<file path="src/rtl/tl_mac_pkg.sv">
// Shared types and defaults for the TL16 product accumulator.
// Holds the batch state encoding and the sign-correction helper.
package tl_mac_pkg;

    typedef enum logic [1:0] {
        ST_IDLE  = 2'd0,
        ST_ACCUM = 2'd1,
        ST_HOLD  = 2'd2
    } state_t;

    localparam int DEF_PROD_W = 32;
    localparam int DEF_ACC_W  = 40;
    localparam int DEF_LEN_W  = 8;

    // A ones'-complement negative value is one less than its two's-complement
    // meaning, so adding the sign bit back restores it (negative zero -> 0).
    function automatic logic ones_corr(input logic sign_bit, input logic ones_comp);
        return sign_bit & ones_comp;
    endfunction

endpackage

</file>
<file path="src/rtl/tl_mac_accum_sat_add.sv">
// Signed ACC_W-bit adder that clamps to the representable range on overflow.
// Purely combinational; o_ovf flags that a clamp happened.
module tl_sat_add #(
    parameter int W = 40
) (
    input  logic [W-1:0] i_a,
    input  logic [W-1:0] i_b,
    output logic [W-1:0] o_sum,
    output logic         o_ovf
);

    logic [W-1:0] w_raw;
    logic         w_pos_ovf;
    logic         w_neg_ovf;

    assign w_raw     = i_a + i_b;
    // Overflow only when both operands share a sign the raw result lost.
    assign w_pos_ovf = ~i_a[W-1] & ~i_b[W-1] &  w_raw[W-1];
    assign w_neg_ovf =  i_a[W-1] &  i_b[W-1] & ~w_raw[W-1];
    assign o_ovf     = w_pos_ovf | w_neg_ovf;

    assign o_sum = w_pos_ovf ? {1'b0, {(W-1){1'b1}}} :
                   w_neg_ovf ? {1'b1, {(W-1){1'b0}}} :
                   w_raw;

endmodule

</file>
<file path="src/rtl/tl_mac_accum.sv">
// Batched saturating accumulator for TL16 log-multiplier products, producing
// an approximate dot product behind a valid/ready handshake.
module tl_mac_accum
    import tl_mac_pkg::*;
#(
    parameter int PROD_W    = DEF_PROD_W,
    parameter int ACC_W     = DEF_ACC_W,
    parameter int LEN_W     = DEF_LEN_W,
    parameter bit ONES_COMP = 1'b1
) (
    input  logic              clk,
    input  logic              rst_n,
    input  logic [LEN_W-1:0]  cfg_len,
    input  logic              in_valid,
    output logic              in_ready,
    input  logic [PROD_W-1:0] in_prod,
    output logic              out_valid,
    input  logic              out_ready,
    output logic [ACC_W-1:0]  out_acc,
    output logic              out_sat,
    output logic              busy
);

    state_t             r_state;
    state_t             w_state;
    logic [ACC_W-1:0]   r_acc;
    logic [LEN_W-1:0]   r_cnt;
    logic               r_sat;

    logic               w_accept;
    logic [LEN_W-1:0]   w_len_m1;
    logic [ACC_W-1:0]   w_term;
    logic [ACC_W-1:0]   w_sum;
    logic               w_ovf;

    // in_ready never looks at in_valid; it only opens up in HOLD when the
    // consumer is taking the result, which lets a new batch start that edge.
    assign in_ready  = (r_state != ST_HOLD) | out_ready;
    assign out_valid = (r_state == ST_HOLD);
    assign busy      = (r_state == ST_ACCUM);
    assign out_acc   = r_acc;
    assign out_sat   = r_sat;

    assign w_accept = in_valid & in_ready;
    assign w_len_m1 = (cfg_len == '0) ? '0 : cfg_len - LEN_W'(1);
    assign w_term   = {{(ACC_W-PROD_W){in_prod[PROD_W-1]}}, in_prod}
                    + ACC_W'(ones_corr(in_prod[PROD_W-1], ONES_COMP));

    tl_sat_add #(
        .W (ACC_W)
    ) u_sat_add (
        .i_a   (r_acc),
        .i_b   (w_term),
        .o_sum (w_sum),
        .o_ovf (w_ovf)
    );

    always_comb begin
        w_state = r_state;
        case (r_state)
            ST_IDLE: begin
                if (w_accept) begin
                    w_state = (w_len_m1 == '0) ? ST_HOLD : ST_ACCUM;
                end
            end
            ST_ACCUM: begin
                if (w_accept && (r_cnt == LEN_W'(1))) begin
                    w_state = ST_HOLD;
                end
            end
            ST_HOLD: begin
                if (out_ready) begin
                    if (w_accept) begin
                        w_state = (w_len_m1 == '0) ? ST_HOLD : ST_ACCUM;
                    end else begin
                        w_state = ST_IDLE;
                    end
                end
            end
            default: w_state = ST_IDLE;
        endcase
    end

    always_ff @(posedge clk) begin
        if (!rst_n) begin
            r_state <= ST_IDLE;
            r_acc   <= '0;
            r_cnt   <= '0;
            r_sat   <= 1'b0;
        end else begin
            r_state <= w_state;
            if (w_accept) begin
                if (r_state == ST_ACCUM) begin
                    r_acc <= w_sum;
                    r_sat <= r_sat | w_ovf;
                    r_cnt <= r_cnt - LEN_W'(1);
                end else begin
                    // First product of a batch loads directly, no add.
                    r_acc <= w_term;
                    r_sat <= 1'b0;
                    r_cnt <= w_len_m1;
                end
            end
        end
    end

endmodule

</file>
<file path="config.mk">
export PLATFORM = sky130hd
export DESIGN_NAME = tl_mac_accum
export DESIGN_NICKNAME = d
export VERILOG_FILES = /design/src/rtl/tl_mac_pkg.sv /design/src/rtl/tl_mac_accum_sat_add.sv /design/src/rtl/tl_mac_accum.sv
export SDC_FILE = /design/constraint.sdc
export NUM_CORES = 1
export LEC_CHECK = 0
export CORE_ASPECT_RATIO = 1.5
export CORE_MARGIN = 2
export CORE_UTILIZATION = 25
export DETAILED_ROUTE_END_ITERATION = 10
export GPL_ROUTABILITY_DRIVEN = 0
export GPL_TIMING_DRIVEN = 1
export SYNTH_ARGS = -nofsm -noshare
export SYNTH_HDL_FRONTEND = slang
export SYNTH_SLANG_ARGS = --single-unit
</file>
<file path="constraint.sdc">
create_clock -name clk -period 5 [get_ports clk]
set_input_delay 1 -clock clk [delete_from_list [all_inputs] [get_ports clk]]
set_output_delay 1 -clock clk [all_outputs]
set_load 0.005 [all_outputs]
</file>
==> run metrics, run 1 <==
share of final-layout standard cells stronger than drive strength 1 20.2%; growth of design area from synthesis to finish 45.5%; worst-case hold path end point out_acc[19]$_SDFFE_PN0P_; Ports 88; maximum number of pins on one net before global-route repair 38; CTS tree done; post-synthesis simple-gate area fraction between 20% and 30%; critical-path maximum fanout 8; total overflow reported by the global router 0; met2 WL post-DR roughly 9500 um; Reg2Reg Setup Slack roughly 2.0 ns; clock latency on the worst-skew pair 0.31 ns; LEAKAGE 3.17 nW; via density per instance ~5; routed length on met3 531 um; predominant post-synthesis flop cell sky130_fd_sc_hd__dfxtp_1; number of setup violations in the final report 0; Slew @ Worst Pin 0.779 ns; number of buffers between clock root and the deepest sink 2; Worst Path Required 5.18 ns; number of synthesized flops with an enable pin 0; Post-CTS Hold Buffers 0; die width about 120 um; xor/xnor share of the synthesized area ~12%; total core area slightly above 20,000 um2; Tot GR Track Use 16.7%; initial drt markers 240; count of nets left with antenna violations after detail routing 0; Synth Area in Adders around an eighth; post-synthesis sequential area ratio 19.6%; antenna cell count 0; headroom to the max-slew limit about 48%; number of library cell types mapped by synthesis slightly below 70; final number of max-transition violations 0; capturing element type of the critical path flip-flop; Max Fclk 207 MHz; total power after layout roughly 1.8 mW; type of element launching the critical path input port; TritonCTS buffer count 5; portion of the clock cycle consumed by the worst path in the final layout between 90% and 100%; R2R cell count 13; Die Footprint about 22,000 um2; cell at the root of the clock tree sky130_fd_sc_hd__clkbuf_16; hold path cells 2; smallest hold slack 0.479 ns; number of buffer cells added on primary ports between 80 and 90; Post-Route Skew 0.0130 ns; Async SR Flop Fraction 0%; Hold Path Class flip-flop to flip-flop; detail-routed net length per standard cell about 15 um; number of instances in the synthesized netlist around 720; max-capacitance violation count 0; areal power density over the cells 234 nW/um2; critical path's slowest cell sky130_fd_sc_hd__clkdlybuf4s50_1; number of placement rows 64; number of remaining DRC errors 0; type of the worst setup path input port to flip-flop; initial cell density of the core 25.5%; post-synthesis mux area share less than 1%; number of detailed-route iterations in the first pass 5; run status finished clean; family with the most delay on the worst path compound AO/OA/AOI/OAI gates; total length of routed wires between 15,000 and 20,000 um; cell area reported after detailed placement a little over 7000 um2; Final Instance Area ~7600 um2; first-pass GRT wire length 29,800 um; fraction of post-synthesis cell area in the top cell type by area about a fifth; Hold Crit Start out_acc[19]$_SDFFE_PN0P_; synthesized net count around 820; Yosys Warn Count 0; length of routed wiring on met1 between 7000 and 8000 um; vertical extent of the die 181 um; area fraction in compound gates after synthesis approximately 29%; clk sinks 51; CTS clk-pin slew, worst paths roughly 0.07 ns; Critical Path Source in_prod[3]; main combinational cell family by area after synthesis compound AO/OA/AOI/OAI gates; top cells by area, synth sky130_fd_sc_hd__dfxtp_1 20%, sky130_fd_sc_hd__ha_1 11%, sky130_fd_sc_hd__a21oi_1 8.5%; largest vdd supply drop roughly 0.13 mV; critical path's largest stage delay 0.50 ns; endpoints failing hold 0; sum of net half-perimeters after detailed placement 14,700 um; total standard cell area after synthesis around 5200 um2; setup total negative slack 0 ns; sequence of cells on the critical path clkdlybuf4s50_1 > and3_1 > and2_4 > and3_4 > nand2b_1 > or2_1 > o21a_2 > ha_1 > a21oi_1 > o21ai_0 > a221oi_2 > nand3_1 > o31ai_4 > xnor2_2 > or2_1 > buf_4 > buf_4 > a21oi_1 > o21ai_0; total number of nets in the final design 1,004; flop and latch count out of synthesis 51; count of buffer and inverter cells on the critical path 3; DR top layer met4; vias in the first global route roughly 6,100; initial antenna violation count 0; Min Clock Period, post-route ~4.8 ns; Crit path arrival time 5.02 ns; average cell area after synthesis roughly 7.2 um2; routed via count 5,900; cell type contributing the most total cell area after synthesis sky130_fd_sc_hd__dfxtp_1; reg2reg start out_acc[0]$_SDFFE_PN0P_; worst flop-to-flop path endpoint out_acc[34]$_SDFFE_PN0P_; maximum level of the CTS H-tree 2
report_power, final:
group	internal (mW)	total, mW	switching [mW]
sequential	0.451	0.498	0.0466
clock	0.201	0.374	0.174
combinational	0.454	0.900	0.446
layout by cell type, fill, tap and decap left out, types with 16 or more instances in the layout:
cell,instances
sky130_fd_sc_hd__nor2_1,51
sky130_fd_sc_hd__nand4_1,20
sky130_fd_sc_hd__o21ai_0,78
sky130_fd_sc_hd__ha_1,46
sky130_fd_sc_hd__dfxtp_1,51
sky130_fd_sc_hd__nor3_1,16
sky130_fd_sc_hd__clkdlybuf4s50_1,86
sky130_fd_sc_hd__buf_4,124
sky130_fd_sc_hd__nand3_1,19
sky130_fd_sc_hd__a21oi_1,84
sky130_fd_sc_hd__inv_1,22
sky130_fd_sc_hd__xor2_1,21
sky130_fd_sc_hd__xnor2_1,40
sky130_fd_sc_hd__nand2_1,73
worst reg2reg max path, delay by kind of cell, from the launching register on:
kind	cells	cell delay, ns
AOI/OAI and AO/OA	6	1.10
xor gates and xnor gates	1	0.15
adders and majority gates	2	0.62
buffers and inverters	1	0.07
DFF	1	0.42
and+or+nand+nor	3	0.59
cell type report:
type | instances | area (um2)
clock buffers | 6 | 139
clock inverters | 2 | 16.3
fillers | 2157 | 12800
inverters | 24 | 90.1
multi-input cells | 615 | 4100
flip-flops and latches | 51 | 1020
well taps | 264 | 330
repair buffers | 215 | 1880
registers in the layout, summed over array words and instances (netlist names):
name     flops
out_acc     40
r_cnt        8
r_state      2
out_sat      1
worst max-delay path by stage:
| stage | endpoint | slack, ns | cells after the start |
|---|---|---|---|
| floorplan | out_acc[35]$_SDFFE_PN0P_ | 0.64 | 20 |
| global placement | out_acc[3]$_SDFFE_PN0P_ | -0.17 | 19 |
| detailed placement | out_acc[22]$_SDFFE_PN0P_ | -0.19 | 20 |
| CTS | out_acc[22]$_SDFFE_PN0P_ | 0.09 | 20 |
| global route | out_acc[22]$_SDFFE_PN0P_ | -0.06 | 20 |
| finish | out_acc[22]$_SDFFE_PN0P_ | 0.16 | 19 |
timing repair:
item,CTS,global route
buffers inserted,0,1
endpoints found under the setup margin,0,41
resized for setup,0,35
endpoints found under the hold margin,0,0
cells by family after synthesis:
logic type	after synthesis
flip-flops	51
buffers and inverters	57
AND/OR/NAND/NOR	244
AO/OA/AOI/OAI	252
XOR/XNOR	69
multiplexers	2
adder cells (fa/ha/maj)	48
cell usage after synthesis, types with 3 or more instances:
cell type	n
sky130_fd_sc_hd__clkbuf_2	3
sky130_fd_sc_hd__nand3_1	20
sky130_fd_sc_hd__o22ai_1	4
sky130_fd_sc_hd__a21oi_1	89
sky130_fd_sc_hd__nor4_1	6
sky130_fd_sc_hd__a211oi_1	3
sky130_fd_sc_hd__nand2b_1	12
sky130_fd_sc_hd__buf_2	6
sky130_fd_sc_hd__o21bai_1	6
sky130_fd_sc_hd__nor2_1	54
sky130_fd_sc_hd__buf_4	3
sky130_fd_sc_hd__inv_1	22
sky130_fd_sc_hd__nand4_1	20
sky130_fd_sc_hd__o21ai_1	8
sky130_fd_sc_hd__a221oi_1	5
sky130_fd_sc_hd__nand2_1	76
sky130_fd_sc_hd__a31oi_1	11
sky130_fd_sc_hd__ha_1	47
sky130_fd_sc_hd__dfxtp_1	51
sky130_fd_sc_hd__nor3_1	18
sky130_fd_sc_hd__or3_1	5
sky130_fd_sc_hd__and3_1	6
sky130_fd_sc_hd__a21o_1	12
sky130_fd_sc_hd__xor2_1	21
sky130_fd_sc_hd__nor2b_1	8
sky130_fd_sc_hd__clkbuf_1	19
sky130_fd_sc_hd__o21a_1	3
sky130_fd_sc_hd__o21ai_0	79
sky130_fd_sc_hd__o211ai_1	5
sky130_fd_sc_hd__xnor2_1	48
sky130_fd_sc_hd__and4_1	3
stage by stage:
step                      cells  utilization (%)  worst slack [ns]
after floorplan             723                -             0.635
after global placement     1168             35.5            -0.173
after detailed placement   1168             35.5            -0.193
after CTS                  1176             36.3            0.0862
after global routing       1177             37.1           -0.0647
final                      1177             37.1             0.158
metal layers:
layer,up-vias,GRT usage (%)
met1,2735,18.4
met2,123,31.6
li1,3004,-
met3,38,1.77
met4,0,6.99
met5,-,0
Note: power is estimated with default switching activity, not from simulation.
==> run 2: changes to the inputs <==
--- a/config.mk
+++ b/config.mk
@@ -5,12 +5,17 @@
 export SDC_FILE = /design/constraint.sdc
 export NUM_CORES = 1
 export LEC_CHECK = 0
+export CELL_PAD_IN_SITES_DETAIL_PLACEMENT = 2
+export CELL_PAD_IN_SITES_GLOBAL_PLACEMENT = 2
 export CORE_ASPECT_RATIO = 1.5
 export CORE_MARGIN = 2
 export CORE_UTILIZATION = 25
 export DETAILED_ROUTE_END_ITERATION = 10
 export GPL_ROUTABILITY_DRIVEN = 0
 export GPL_TIMING_DRIVEN = 1
+export PLACE_DENSITY_LB_ADDON = 0.1
+export REMOVE_ABC_BUFFERS = 1
+export SLEW_MARGIN = 20
 export SYNTH_ARGS = -nofsm -noshare
 export SYNTH_HDL_FRONTEND = slang
 export SYNTH_SLANG_ARGS = --single-unit
==> run 2 against run 1 <==
Compared with the run above: combinational power rose by 11%; utilization is 1.9 points higher; die area unchanged; final cell count up 2.4%; non-clock buffer count grew 28; maximum frequency grew 1.1%; first-iteration DRC count is 47% lower; routed wire length up 33%; sequential power is essentially flat; sequential cell count stayed put; via count is 6.6% higher; largest cell class unchanged; highest routed layer unchanged.
==> run metrics, run 2 (synthesis results as in run 1) <==
antenna cell count 0 (unchanged); Crit path arrival time 5.00 ns (-0.02 ns); net switching fraction of the power 40.5% (+2.9 points); register area 1020 um2 (unchanged); total length of routed wires 24,100 um (+33%); Util after Layout 39.0% (+1.9 points); headroom to the max-slew limit 51.4% (+3.8 points); total overflow reported by the global router 0 (unchanged); count of nets left with antenna violations after detail routing 0 (unchanged); commonest non-fill, non-tap cells in the layout 151 x sky130_fd_sc_hd__buf_4, 87 x sky130_fd_sc_hd__clkdlybuf4s50_1, 78 x sky130_fd_sc_hd__a21oi_1; initial drt markers 128 (-47%); Post-Route Skew 0.0125 ns (-0.000493 ns); cell at the root of the clock tree sky130_fd_sc_hd__clkbuf_16; sequential share of power 26.3% (-1.8 points); number of remaining DRC errors 0 (unchanged); type of the worst setup path input port to flip-flop; max-capacitance violation count 0 (unchanged); Worst Path Required 5.21 ns (+0.03 ns); Max Fclk 209 MHz (+1.1%); detail-routed net length per standard cell 20.0 um (+30%); portion of the clock cycle consumed by the worst path in the final layout 95.8% (-1.0 points); areal power density over the cells 238 nW/um2 (+2.1%); Hold Path Class flip-flop to flip-flop; endpoints failing hold 0 (unchanged); vertical extent of the die 181 um (unchanged); Die Footprint 22,000 um2 (unchanged); Min Clock Period, post-route 4.79 ns (-0.0505 ns); switching pwr 0.769 mW (+15%); LEAKAGE 3.32 nW (+4.8%); capturing element type of the critical path flip-flop; maximum level of the CTS H-tree 2 (unchanged); number of buffer cells added on primary ports 87 (unchanged); via density per instance 5.22 (+4.2%); Top cell by count, worst path sky130_fd_sc_hd__buf_4; number of detailed-route iterations in the first pass 4 (-1); CTS clk-pin slew, worst paths 0.09 ns (+0.02 ns); cell-internal power 1.13 mW (+2.3%); largest vdd supply drop 0.136 mV (+4.5%); growth of design area from synthesis to finish 52.9%; initial antenna violation count 0 (unchanged); number of buffers between clock root and the deepest sink 2 (unchanged); critical path's slowest cell sky130_fd_sc_hd__clkdlybuf4s50_1; total core area 20,400 um2 (unchanged); Slew @ Worst Pin 0.723 ns (-0.0559 ns); Tot GR Track Use 22.1% (+5.4 points); most frequent standard cell in the layout excluding fill and tap cells sky130_fd_sc_hd__buf_4; maximum number of pins on one net before global-route repair 36 (-5.3%); CTS tree done; number of setup violations in the final report 0 (unchanged); Post-CTS Hold Buffers 0 (unchanged); smallest hold slack 0.486 ns (+0.00727 ns); clock latency on the worst-skew pair 0.33 ns (+0.02 ns); share of final-layout standard cells stronger than drive strength 1 25.3% (+5.1 points); sum of net half-perimeters after detailed placement 19,400 um (+32%); Filler cells 2,385 (+11%); count of buffer and inverter cells on the critical path 5 (+2); max FFs per register 40 (unchanged); Ports 88 (unchanged); family with the most delay on the worst path simple AND/OR/NAND/NOR gates; clk sinks 51 (unchanged); final number of max-transition violations 0 (unchanged); part of the power in combinational logic 52.7% (+1.9 points); initial cell density of the core 25.5% (unchanged); multi-input logic area 4280 um2 (+4.2%); critical path's largest stage delay 0.48 ns (-0.02 ns); routed via count 6,292 (+6.6%); TritonCTS buffer count 5 (unchanged); run status finished clean; critical-path maximum fanout 8 (unchanged); first-pass GRT wire length 38,300 um (+29%); type of element launching the critical path input port; vias in the first global route 7,160 (+18%); number of placement rows 64 (unchanged); part of the total power dissipated in the clock network 20.9% (-0.2 points); die width 122 um (unchanged); sequence of cells on the critical path clkdlybuf4s50_1 > and3_1 > nand4_1 > buf_4 > nor2_1 > nand2_1 > or2_1 > o21a_2 > ha_2 > buf_4 > a21oi_1 > o21ai_0 > nand2b_1 > nand3_1 > o31ai_4 > xnor2_2 > or2_4 > buf_4 > nand2b_4 > inv_2 > a221o_1; total number of nets in the final design 1,032 (+2.8%)
## run 2: cell count changes in the layout (fill, tap and decap cells not counted), moves of 3 or more
cell	change
sky130_fd_sc_hd__a21oi_1	-6
sky130_fd_sc_hd__a21oi_2	+5
sky130_fd_sc_hd__buf_4	+27
sky130_fd_sc_hd__ha_1	-4
sky130_fd_sc_hd__ha_4	+3
sky130_fd_sc_hd__o21ai_0	-3
## run 2: power groups by stage
| stage | Combinational (mW) | Clock, mW | Sequential [mW] |
|---|---|---|---|
| after floorplan | 0.472 | 0 | 0.496 |
| after global placement | 0.906 | 0 | 0.505 |
| after detailed placement | 0.940 | 0 | 0.509 |
| after CTS | 0.953 | 0.415 | 0.500 |
| after global routing | 1.10 | 0.425 | 0.508 |
| final | 1.00 | 0.398 | 0.500 |
## run 2: through the flow
stage / worst slack, ns / instances / TNS, ns / instance area [um2] / power [mW]
4_1_cts: 0.0000173 / 1198 / 0 / 7610 / 1.87
3_5_place_dp: -0.483 / 1190 / -17.61 / 7420 / 1.45
6_report: 0.209 / 1205 / 0 / 7970 / 1.90
2_1_floorplan: 0.269 / 690 / 0 / 5050 / 0.968
3_3_place_gp: -0.333 / 1190 / -11.52 / 7420 / 1.41
5_1_grt: -0.0331 / 1205 / -0.235 / 7970 / 2.03
## run 2: path summary, 6_finish.rpt
kind	cells after the start	slack, ns	startpoint	end
worst max register to register	13	1.83	out_acc[0]$_SDFFE_PN0P_	out_acc[34]$_SDFFE_PN0P_
worst min-delay path	2	0.49	out_acc[10]$_SDFFE_PN0P_	out_acc[10]$_SDFFE_PN0P_
worst min register to register	2	0.49	out_acc[10]$_SDFFE_PN0P_	out_acc[10]$_SDFFE_PN0P_
worst max-delay path	21	0.21	in_prod[15]	out_acc[35]$_SDFFE_PN0P_
## run 2: final cells by class
type	count	share of cell area, %
multi-input cells	615	53.7
repair buffers	243	26.3
flip-flops and latches	51	12.8
well taps	264	4.15
clock buffers	5	1.57
inverters	24	1.13
clock inverters	3	0.346
## run 2: what timing repair did
item / 4_1_cts / 5_1_grt
setup endpoints to repair: 39 / 41
pin swaps: 3 / 18
cloned: 0 / 0
setup buffers: 0 / 7
resized for setup: 10 / 60
## run 2: worst reg2reg max path: cells and delay by family (launching register included)
family | cells | cell delay, ns
simple gates | 3 | 0.59
buf+inv | 1 | 0.07
flops | 1 | 0.38
xor+xnor | 1 | 0.24
compound gates | 6 | 1.21
fa+ha+maj | 2 | 0.61
## run 2: layer usage
| metal | global-route usage [%] | wire length (um) | up-vias |
|---|---|---|---|
| met5 | 0 | 0 | - |
| met4 | 6.99 | 527 | 0 |
| met3 | 3.28 | 555 | 28 |
| met2 | 42.8 | 13500 | 76 |
| met1 | 23.9 | 9480 | 3139 |
| li1 | - | - | 3049 |
==> run 3: changes to the inputs <==
--- a/config.mk
+++ b/config.mk
@@ -8,7 +8,6 @@
 export CELL_PAD_IN_SITES_DETAIL_PLACEMENT = 2
 export CELL_PAD_IN_SITES_GLOBAL_PLACEMENT = 2
 export CORE_ASPECT_RATIO = 1.5
-export CORE_MARGIN = 2
 export CORE_UTILIZATION = 25
 export DETAILED_ROUTE_END_ITERATION = 10
 export GPL_ROUTABILITY_DRIVEN = 0
==> constraint.sdc (replaced) <==
create_clock -name clk -period 6 [get_ports clk]
set_input_delay 1.2 -clock clk [delete_from_list [all_inputs] [get_ports clk]]
set_output_delay 1.2 -clock clk [all_outputs]
set_load 0.005 [all_outputs]
==> run 3 against run 2 <==
Compared with the run above: largest cell class unchanged; first-iteration DRC count is 22% lower; highest routed layer unchanged; combinational power is 34% lower; clock-buffer cell count is 1 higher; register-to-register slack better by 0.93 ns; power is 22% lower; via count is 9.6% lower; sequential cell count stayed put; critical endpoint is now out_acc[13]$_SDFFE_PN0P_; sequential power is 17% lower; critical path depth is 2 lower; utilization is 6.6 points lower.
==> run metrics, run 3 (synthesis results as in run 1) <==
critical path endpoint out_acc[13]$_SDFFE_PN0P_; type of element launching the critical path input port; sequence of cells on the critical path clkdlybuf4s50_1 > and3_1 > and2_1 > and3_1 > nand2b_1 > or2_1 > o21a_1 > ha_1 > a21oi_1 > o21ai_0 > a221oi_2 > nand3_1 > o31ai_2 > xnor2_1 > nand2_1 > nand2_2 > buf_4 > a21oi_1 > o21ai_0; total core area 20,400 um2 (unchanged); number of buffers between clock root and the deepest sink 2 (unchanged); number of detailed-route iterations in the first pass 4 (unchanged); TritonCTS buffer count 5 (unchanged); total power after layout 1.47 mW (-22%); largest vdd supply drop 0.117 mV (-14%); critical path's largest stage delay 0.55 ns (+0.07 ns); Worst Path Required 6.23 ns (+1.02 ns); initial antenna violation count 0 (unchanged); final setup margin 0.444 ns (+0.235 ns); number of placement rows 64 (unchanged); critical path's slowest cell sky130_fd_sc_hd__clkdlybuf4s50_1; type of the worst setup path input port to flip-flop; post-CTS setup buffers 0 (unchanged); run status finished clean; Max Fclk about 180 MHz; CTS tree done; vias in the first global route 6,355 (-11%); total number of nets in the final design 897 (-13%); sum of net half-perimeters after detailed placement 17,100 um (-12%); growth of design area from synthesis to finish 27.0%; RSZ-0062 raised after global routing no; endpoints failing hold 0 (unchanged); LEAKAGE 2.56 nW (-23%); areal power density over the cells 223 nW/um2 (-6.7%); Die Footprint 21,400 um2 (-2.7%); number of buffer cells added on primary ports 87 (unchanged); number of gates resized after cts 0 (-10); CTS clk-pin slew, worst paths 0.08 ns (about the same); Critical Path Source in_prod[2]; share of final-layout standard cells stronger than drive strength 1 6.08% (-19 points); setup total negative slack 0 ns (unchanged); cell at the root of the clock tree sky130_fd_sc_hd__clkbuf_16; antenna cell count 0 (unchanged); portion of the clock cycle consumed by the worst path in the final layout between 90% and 100%; die width 120 um (-1.6%); Slew @ Worst Pin 1.04 ns (+0.316 ns); max-capacitance violation count 0 (unchanged); critical-path maximum fanout 11 (+3); count of nets left with antenna violations after detail routing 0 (unchanged); initial drt markers 100 (-22%); initial cell density of the core 25.5% (unchanged); maximum level of the CTS H-tree 2 (unchanged); commonest non-fill, non-tap cells in the layout 89 x sky130_fd_sc_hd__a21oi_1, 87 x sky130_fd_sc_hd__clkdlybuf4s50_1, 79 x sky130_fd_sc_hd__o21ai_0; Tot GR Track Use 20.7% (-1.4 points); final number of max-transition violations 0 (unchanged); Setup WS pre-CTS 0.0529 ns (+0.536 ns); via density per instance 5.32 (+1.8%); number of setup violations in the final report 0 (unchanged); Post-CTS Hold Buffers 0 (unchanged); Reg2Reg Setup Slack 2.76 ns (+0.93 ns); clock latency on the worst-skew pair 0.31 ns (-0.02 ns); first-pass GRT wire length 34,200 um (-11%); Crit path arrival time 5.78 ns (+0.78 ns); capturing element type of the critical path flip-flop; Min Clock Period, post-route ~5.6 ns; vertical extent of the die 179 um (-1.1%); total overflow reported by the global router 0 (unchanged); reg2reg start out_acc[0]$_SDFFE_PN0P_; max FFs per register 40 (unchanged); routed via count 5,690 (-9.6%); clk sinks 51 (unchanged); maximum number of pins on one net before global-route repair 37 (+2.8%); Ports 88 (unchanged); Post-Route Skew 0.00478 ns (-0.00771 ns); most frequent standard cell in the layout excluding fill and tap cells sky130_fd_sc_hd__a21oi_1; Hold Path Class flip-flop to flip-flop; number of remaining DRC errors 0 (unchanged); detail-routed net length per standard cell 20.2 um (+1.2%); R2R cell count 13 (unchanged); headroom to the max-slew limit 30.6% (-21 points); worst flop-to-flop path endpoint out_acc[34]$_SDFFE_PN0P_; total length of routed wires 21,600 um (-10%)
run 3: cell count changes in the layout (fill, tap and decap cells not counted), moves of 5 or more:
cell	delta
sky130_fd_sc_hd__a21oi_1	+11
sky130_fd_sc_hd__a21oi_2	-10
sky130_fd_sc_hd__buf_4	-131
sky130_fd_sc_hd__ha_1	+5
sky130_fd_sc_hd__xnor2_1	+7
sky130_fd_sc_hd__xnor2_2	-7
run 3: metal layers:
layer / track usage, % / vias up / share of wire, %
li1: - / 2788 / -
met1: 22.4 / 2815 / 41
met5: 0 / - / 0
met3: 2.26 / 21 / 2.1
met2: 41.4 / 66 / 55
met4: 6.09 / 0 / 2.0
run 3: final cells by class:
cell class                 instances  area [um2]
tap                              264         330
sequential                        51        1020
clock inverter                     2        60.1
timing repair buffer             108        1040
fill                            2467       13800
inverter                          24        90.1
multi-input combinational        615        3950
clock buffer                       6         129
run 3: how the worst min path moves through the flow:
stage,from,end,cells past startpoint
2_1_floorplan,out_acc[19]$_SDFFE_PN0P_,out_acc[19]$_SDFFE_PN0P_,2
4_1_cts,out_acc[28]$_SDFFE_PN0P_,out_acc[28]$_SDFFE_PN0P_,2
5_1_grt,out_acc[28]$_SDFFE_PN0P_,out_acc[28]$_SDFFE_PN0P_,2
6_report,out_acc[19]$_SDFFE_PN0P_,out_acc[19]$_SDFFE_PN0P_,2
3_3_place_gp,out_acc[19]$_SDFFE_PN0P_,out_acc[19]$_SDFFE_PN0P_,2
3_5_place_dp,out_acc[28]$_SDFFE_PN0P_,out_acc[28]$_SDFFE_PN0P_,2
run 3: power breakdown:
group,internal (mW),leakage [nW],switching (mW)
clock network,0.240,0.0911,0.158
registers,0.376,0.422,0.0373
logic,0.290,2.05,0.371
run 3: stage by stage:
step | utilization, % | hold slack [ns] | area, um2 | cells
CTS | 32.4 | 0.490 | 6620 | 1070
global route | 32.4 | 0.511 | 6620 | 1070
floorplan | - | 0.461 | 5050 | 690
global placement | 31.5 | 0.465 | 6430 | 1062
detailed placement | 31.5 | 0.479 | 6430 | 1062
finish | 32.4 | 0.485 | 6620 | 1070
run 3: critical path: cells and delay by family:
kind / cells / cell delay (ns)
fa+ha+maj: 1 / 0.45
compound gates: 7 / 1.45
buf+inv: 2 / 0.82
simple gates: 8 / 1.67
xor+xnor: 1 / 0.19
